### src/rtl/hazard_ctrl.sv
// hazard_ctrl: pipeline stall/flush controller for hazards that forwarding cannot resolve; optional perf counters under HAZARD_PERF_CNT_EN
module hazard_ctrl #(
`ifdef HAZARD_PERF_CNT_EN
    parameter int MISS_TIMEOUT = 255,
    parameter int CNT_W        = 16
`else
    parameter int MISS_TIMEOUT = 255
`endif
) (
    input  logic       clk,
    input  logic       rst,
    input  logic [3:0] if_id_opcode,
    input  logic [3:0] if_id_rs,
    input  logic [3:0] if_id_rt,
    input  logic [3:0] id_ex_rd,
    input  logic       id_ex_memRead,
    input  logic       id_ex_regWrite,
    input  logic [3:0] ex_mem_rd,
    input  logic       ex_mem_memRead,
    input  logic       branch_taken,
    input  logic       icache_miss,
    input  logic       icache_ready,
    input  logic       dcache_miss,
    input  logic       dcache_ready,
    output logic       pc_write_en,
    output logic       if_id_write_en,
    output logic       if_id_flush,
    output logic       id_ex_bubble,
    output logic       pipe_freeze,
    output logic       imiss_abort,
    output logic       halted,
    output logic       miss_timeout
`ifdef HAZARD_PERF_CNT_EN
    ,
    output logic [CNT_W-1:0] stall_cycles,
    output logic [CNT_W-1:0] flush_count
`endif
);
    typedef enum logic [2:0] {RUN, DMISS, IMISS, DRAIN, HALT} state_t;
    localparam logic [3:0] OP_SW  = 4'b1001;
    localparam logic [3:0] OP_BR  = 4'b1101;
    localparam logic [3:0] OP_HLT = 4'b1111;
    localparam int MW = $clog2(MISS_TIMEOUT + 1);
    state_t        r_state, w_next;
    logic          r_pend, w_pend_next;
    logic [1:0]    r_dcnt, w_dcnt_next;
    logic [MW-1:0] r_mcnt;
    logic          r_timeout;
    logic          w_lu, w_br, w_miss;
    assign w_lu = id_ex_memRead && id_ex_rd != 4'd0 &&
                  (id_ex_rd == if_id_rs || (id_ex_rd == if_id_rt && if_id_opcode != OP_SW));
    assign w_br = if_id_opcode == OP_BR && if_id_rs != 4'd0 &&
                  ((id_ex_regWrite && id_ex_rd == if_id_rs) || (ex_mem_memRead && ex_mem_rd == if_id_rs));
    assign w_miss = r_state == DMISS || r_state == IMISS;
    assign miss_timeout = r_timeout;
    // next-state and control outputs; rst forces the NOP-injecting reset pattern
    always_comb begin
        pc_write_en    = 1'b0;
        if_id_write_en = 1'b0;
        if_id_flush    = 1'b0;
        id_ex_bubble   = 1'b0;
        pipe_freeze    = 1'b0;
        imiss_abort    = 1'b0;
        halted         = 1'b0;
        w_next         = r_state;
        w_pend_next    = r_pend;
        w_dcnt_next    = r_dcnt;
        if (rst) begin
            if_id_flush  = 1'b1;
            id_ex_bubble = 1'b1;
        end else begin
            case (r_state)
                RUN: begin
                    if (dcache_miss) begin
                        pipe_freeze = 1'b1;
                        w_next      = DMISS;
                        w_pend_next = icache_miss;
                    end else if (w_lu || w_br) begin
                        id_ex_bubble = 1'b1;
                    end else if (branch_taken) begin
                        if_id_flush = 1'b1;
                        pc_write_en = 1'b1;
                    end else if (icache_miss) begin
                        if_id_flush = 1'b1;
                        w_next      = IMISS;
                    end else if (if_id_opcode == OP_HLT) begin
                        if_id_flush = 1'b1;
                        w_next      = DRAIN;
                        w_dcnt_next = 2'd0;
                    end else begin
                        pc_write_en    = 1'b1;
                        if_id_write_en = 1'b1;
                    end
                end
                DMISS: begin
                    if (dcache_ready) begin
                        w_next      = ((r_pend || icache_miss) && !icache_ready) ? IMISS : RUN;
                        w_pend_next = 1'b0;
                    end else begin
                        pipe_freeze = 1'b1;
                        w_pend_next = r_pend || icache_miss;
                    end
                end
                IMISS: begin
                    if_id_flush = 1'b1;
                    if (dcache_miss) begin
                        pipe_freeze = 1'b1;
                        w_pend_next = 1'b1;
                        w_next      = DMISS;
                    end else if (branch_taken) begin
                        pc_write_en = 1'b1;
                        imiss_abort = 1'b1;
                        w_next      = RUN;
                    end else if (icache_ready) begin
                        w_next = RUN;
                    end
                end
                DRAIN: begin
                    if_id_flush = 1'b1;
                    if (dcache_miss) begin
                        pipe_freeze = 1'b1;
                    end else begin
                        w_dcnt_next = r_dcnt + 2'd1;
                        w_next      = (r_dcnt == 2'd2) ? HALT : DRAIN;
                    end
                end
                HALT: begin
                    if_id_flush = 1'b1;
                    halted      = 1'b1;
                end
                default: w_next = RUN;
            endcase
        end
    end
    // state, pending fetch miss, drain count and sticky miss timeout
    always_ff @(posedge clk) begin
        if (rst) begin
            r_state   <= RUN;
            r_pend    <= 1'b0;
            r_dcnt    <= 2'd0;
            r_mcnt    <= '0;
            r_timeout <= 1'b0;
        end else begin
            r_state <= w_next;
            r_pend  <= w_pend_next;
            r_dcnt  <= w_dcnt_next;
            if ((w_next == DMISS || w_next == IMISS) && w_next != r_state)
                r_mcnt <= '0;
            else if (w_miss && r_mcnt != MW'(MISS_TIMEOUT))
                r_mcnt <= r_mcnt + 1'b1;
            if (w_miss && r_mcnt == MW'(MISS_TIMEOUT - 1))
                r_timeout <= 1'b1;
        end
    end
`ifdef HAZARD_PERF_CNT_EN
    logic w_bflush;
    assign w_bflush = r_state == RUN && !dcache_miss && !(w_lu || w_br) && branch_taken;
    // saturating stall and branch-flush counters
    always_ff @(posedge clk) begin
        if (rst) begin
            stall_cycles <= '0;
            flush_count  <= '0;
        end else begin
            if (!pc_write_en && r_state != HALT && !(&stall_cycles))
                stall_cycles <= stall_cycles + 1'b1;
            if (w_bflush && !(&flush_count))
                flush_count <= flush_count + 1'b1;
        end
    end
`endif
endmodule
### config.mk
export PLATFORM = sky130hd
export DESIGN_NAME = hazard_ctrl
export DESIGN_NICKNAME = d
export VERILOG_FILES = /design/src/rtl/hazard_ctrl.sv
export SDC_FILE = /design/constraint.sdc
export NUM_CORES = 1
export LEC_CHECK = 0
export ABC_AREA = 1
export CORE_MARGIN = 2
export CORE_UTILIZATION = 47
export CTS_BUF_LIST = sky130_fd_sc_hd__clkbuf_16
export DETAILED_ROUTE_END_ITERATION = 16
export HOLD_SLACK_MARGIN = 0.08
export PLACE_DENSITY = 0.79
export SKIP_CTS_REPAIR_TIMING = 1
export SLEW_MARGIN = 25
export SYNTH_ARGS = -nofsm -noshare
export SYNTH_HDL_FRONTEND = slang
export SYNTH_SLANG_ARGS = --single-unit
export TNS_END_PERCENT = 30
### constraint.sdc
create_clock -name clk -period 2.15 [get_ports clk]
set_clock_uncertainty 0.2 [all_clocks]
set_input_delay 0.3225 -clock clk [delete_from_list [all_inputs] [get_ports clk]]
set_output_delay 0.3225 -clock clk [all_outputs]
set_load 0.01 [all_outputs]
==> results.tsv <==
stage	metric	value	unit
sta	hold_viol	0	
clock_network	htreeDepth	1	
detailed_routing	first_pass_iters	4	
grt	antenna_found_initial	0	
sta	fin_crit	2.07	ns
synth	synth_cells	225	
sta	fin_crit_sh	96.4	%
placed_design	portBuffers	37	
pwr	switchingPower	0.000302	W
worst_setup_path	crit_fanout	8	
synth	netlist_area	1350	sq um
layout	area_delta_synth_final	56.7	%
detailed_routing	post-route-drc-count	0	
hold_path	worstHoldPathCells	2	
sta	fin_ws	0.0773	ns
worst_setup_path	rrSetupSlack	0.08	ns
floorplanning	die_h	57.5	um
synth	ys_types	27	
detailed_routing	num_vias	1588	
worst_setup_path	required	2.09	ns
worst_setup_path	critPathCaptureType	register	
pwr	power_density	469	nW/um^2
clock_network	cts_buffers	3	
pwr	ir_worst_vdd	0.675	mV
synth	seq_area_frac_synth	22.3	%
pwr	comb_power_share	33.9	%
sta	max_freq	482	MHz
worst_setup_path	crit_start	dcache_miss	
placed_design	gp_congestion	0.854	
hold_path	worst_hold_startpoint	miss_timeout	
pwr	finalPower	0.000990	W
detailed_routing	via_per_inst	4.98	
sta	drv_slew	0	
hold_path	min_to	miss_timeout	
grt	track_usage	22.9	%
detailed_routing	drtAntennaViolNets	0	
detailed_routing	wirelength	3740	um
pwr	seq_power_share	30.3	%
sta	setup_viol	0	
pwr	clkPwrFrac	35.9	%
worst_setup_path	startpoint_type	input port	
clock_network	path_clk_slew	0.05	ns
worst_setup_path	r2r_cells	13	
grt	grt_pass1_wl	5910	um
pwr	leakage	1.20	nW
clock_network	root_buffer	clkbuf_16	
clock_network	cts_buffer_depth	2	
detailed_routing	drt-initial-drc-count	58	
run_status	outcome	completed	
synth	yosys_register_bits	15	
worst_setup_path	r2r-end	r_mcnt[2]	
sta	worstMarginPinSlew	0.284	ns
clock_network	cts_tree	done	
layout	diodes	0	
grt	overflow	0	
layout	nNetsFinal	322	
placed_design	pre_cts_ws	-0.635	ns
floorplanning	core.rowCount	19	
floorplanning	start_util	49.2	%
synth	yosysWarnings	0	
worst_setup_path	crit_type	in -> reg	
hold_path	worstHoldPathType	reg -> reg	
run	maxCapViolCount	0	
sta	slew_headroom	80.9	%
floorplanning	die_area	3310	sq um
pwr	power.internal	0.000688	W
worst_setup_path	r2r_start	r_state[1]	
layout	drive_above_1_share	29.9	%
grt	grt_start_max_net_pins	9	
pwr	swShare	30.5	%
grt	grt_pass1_vias	1457	
floorplanning	core	2730	sq um
placed_design	dp_hpwl	2760	um
synth	syn_nets	258	
clock_network	clk_latency	0.25	ns
floorplanning	die_x	57.5	um
worst_setup_path	arrival	2.01	ns
synth	synth_area_per_cell	5.98	sq um
clock_network	clock_sinks	15	
floorplanning	ios	38	
detailed_routing	routedWlPerCell	11.7	um
==> metrics by stage <==
stage | TNS [ns] | hold slack [ns] | utilization, % | std cells | area, sq um
after floorplan | 0 | 0.240 | - | 225 | 1350
after global placement | -5.49 | 0.251 | 70.1 | 314 | 1920
after detailed placement | -6.04 | 0.248 | 70.1 | 314 | 1920
after CTS | -4.23 | 0.258 | 73.0 | 318 | 1990
after global routing | -0.383 | 0.276 | 77.1 | 319 | 2110
final | 0 | 0.264 | 77.1 | 319 | 2110
==> power groups by stage <==
stage	Clock, W	Sequential [W]	Combinational [W]
final	0.000355	0.000299	0.000335
after global routing	0.000372	0.000301	0.000370
after CTS	0.000363	0.000299	0.000328
after detailed placement	0	0.000304	0.000322
after global placement	0	0.000303	0.000317
after floorplan	0	0.000306	0.000164
==> final cells by class <==
type | instances | area [sq um]
inverter | 43 | 161
timing repair buffer | 60 | 566
clock inverter | 1 | 3.75
tap | 31 | 38.8
clock buffer | 3 | 75.1
sequential | 15 | 302
multi-input combinational | 166 | 962
fill | 229 | 626
==> placed cells by master, fill, tap and decap left out <==
cell type,synthesis,routed
buf_4,0,23
nand2_2,6,6
nor4_2,0,2
xnor2_1,2,1
inv_1,39,36
xor2_1,7,7
nand3_1,14,11
a41oi_2,0,1
dfxtp_1,15,14
xnor2_2,0,1
clkdlybuf4s50_1,0,7
dfxtp_2,0,1
inv_2,4,8
ha_1,3,3
nand3_2,4,7
a31oi_1,1,1
nand2_1,57,56
o21ai_0,7,6
nor4b_2,1,1
clkbuf_16,0,3
buf_2,0,2
nand2_4,2,3
nor2_1,22,17
o21ai_1,1,2
dlymetal6s2s_1,0,23
o21a_1,1,1
o21ai_2,1,1
nor2_2,13,17
a21oi_1,12,12
nor3_1,4,1
nand4_1,3,3
nor2_4,0,1
clkbuf_2,0,5
nand3b_1,1,1
nor3_2,1,4
==> registers in the layout, indices dropped and copies added (netlist names) <==
name	cells
r_pend	1
miss_timeout	1
r_state	3
r_mcnt	8
r_dcnt	2
==> worst max-delay path: stages <==
cell	delay [ns]
clkdlybuf4s50_1	0.42
buf_4	0.17
nor2_2	0.14
nor3_2	0.07
nor3_2	0.21
nand3_2	0.12
nand2_1	0.10
nand2_1	0.09
nand3_2	0.08
nand3_2	0.08
nand2_4	0.16
nor2_2	0.04
==> cell usage after synthesis (all sizes together) <==
cell type | count | area [sq um]
nand2 | 65 | 274
inv | 43 | 161
nor2 | 35 | 164
nand3 | 18 | 110
dfxtp | 15 | 300
a21oi | 12 | 60.1
o21ai | 9 | 48.8
xor2 | 7 | 61.3
nor3 | 5 | 30.0
ha | 3 | 37.5
nand4 | 3 | 18.8
nor4 | 2 | 12.5
xnor2 | 2 | 17.5
a31oi | 1 | 6.26
a41oi | 1 | 8.76
clkbuf | 1 | 3.75
nand3b | 1 | 7.51
nor4b | 1 | 15.0
o21a | 1 | 7.51
==> cell families (layout without fill, tap and decap cells) <==
kind of cell             after synthesis  after routing  synth area share [%]
buffers and inverters                 44            107                  12.3
flip-flops                            15             15                  22.3
adder cells (fa/ha/maj)                3              3                  2.79
AO/OA/AOI/OAI                         24             24                  9.77
AND/OR/NAND/NOR                      130            130                  47.0
XOR/XNOR                               9              9                  5.86
==> worst max path at each step <==
| stage | end | slack (ns) | cells past startpoint |
|---|---|---|---|
| after floorplan | r_mcnt[0] | 0.39 | 13 |
| after global placement | pc_write_en | -0.55 | 13 |
| after detailed placement | id_ex_bubble | -0.64 | 12 |
| after CTS | id_ex_bubble | -0.63 | 12 |
| after global routing | r_mcnt[2] | -0.05 | 17 |
| final | r_mcnt[2] | 0.08 | 12 |
==> metal layers <==
layer | vias to the layer above | wire (um) | global-route usage (%)
met5 | - | 0 | 0
met4 | 0 | 47 | 7.97
met1 | 718 | 1650 | 29.0
met3 | 5 | 174 | 3.63
li1 | 828 | - | -
met2 | 37 | 1860 | 39.1
(Power assumes the default switching activity.)
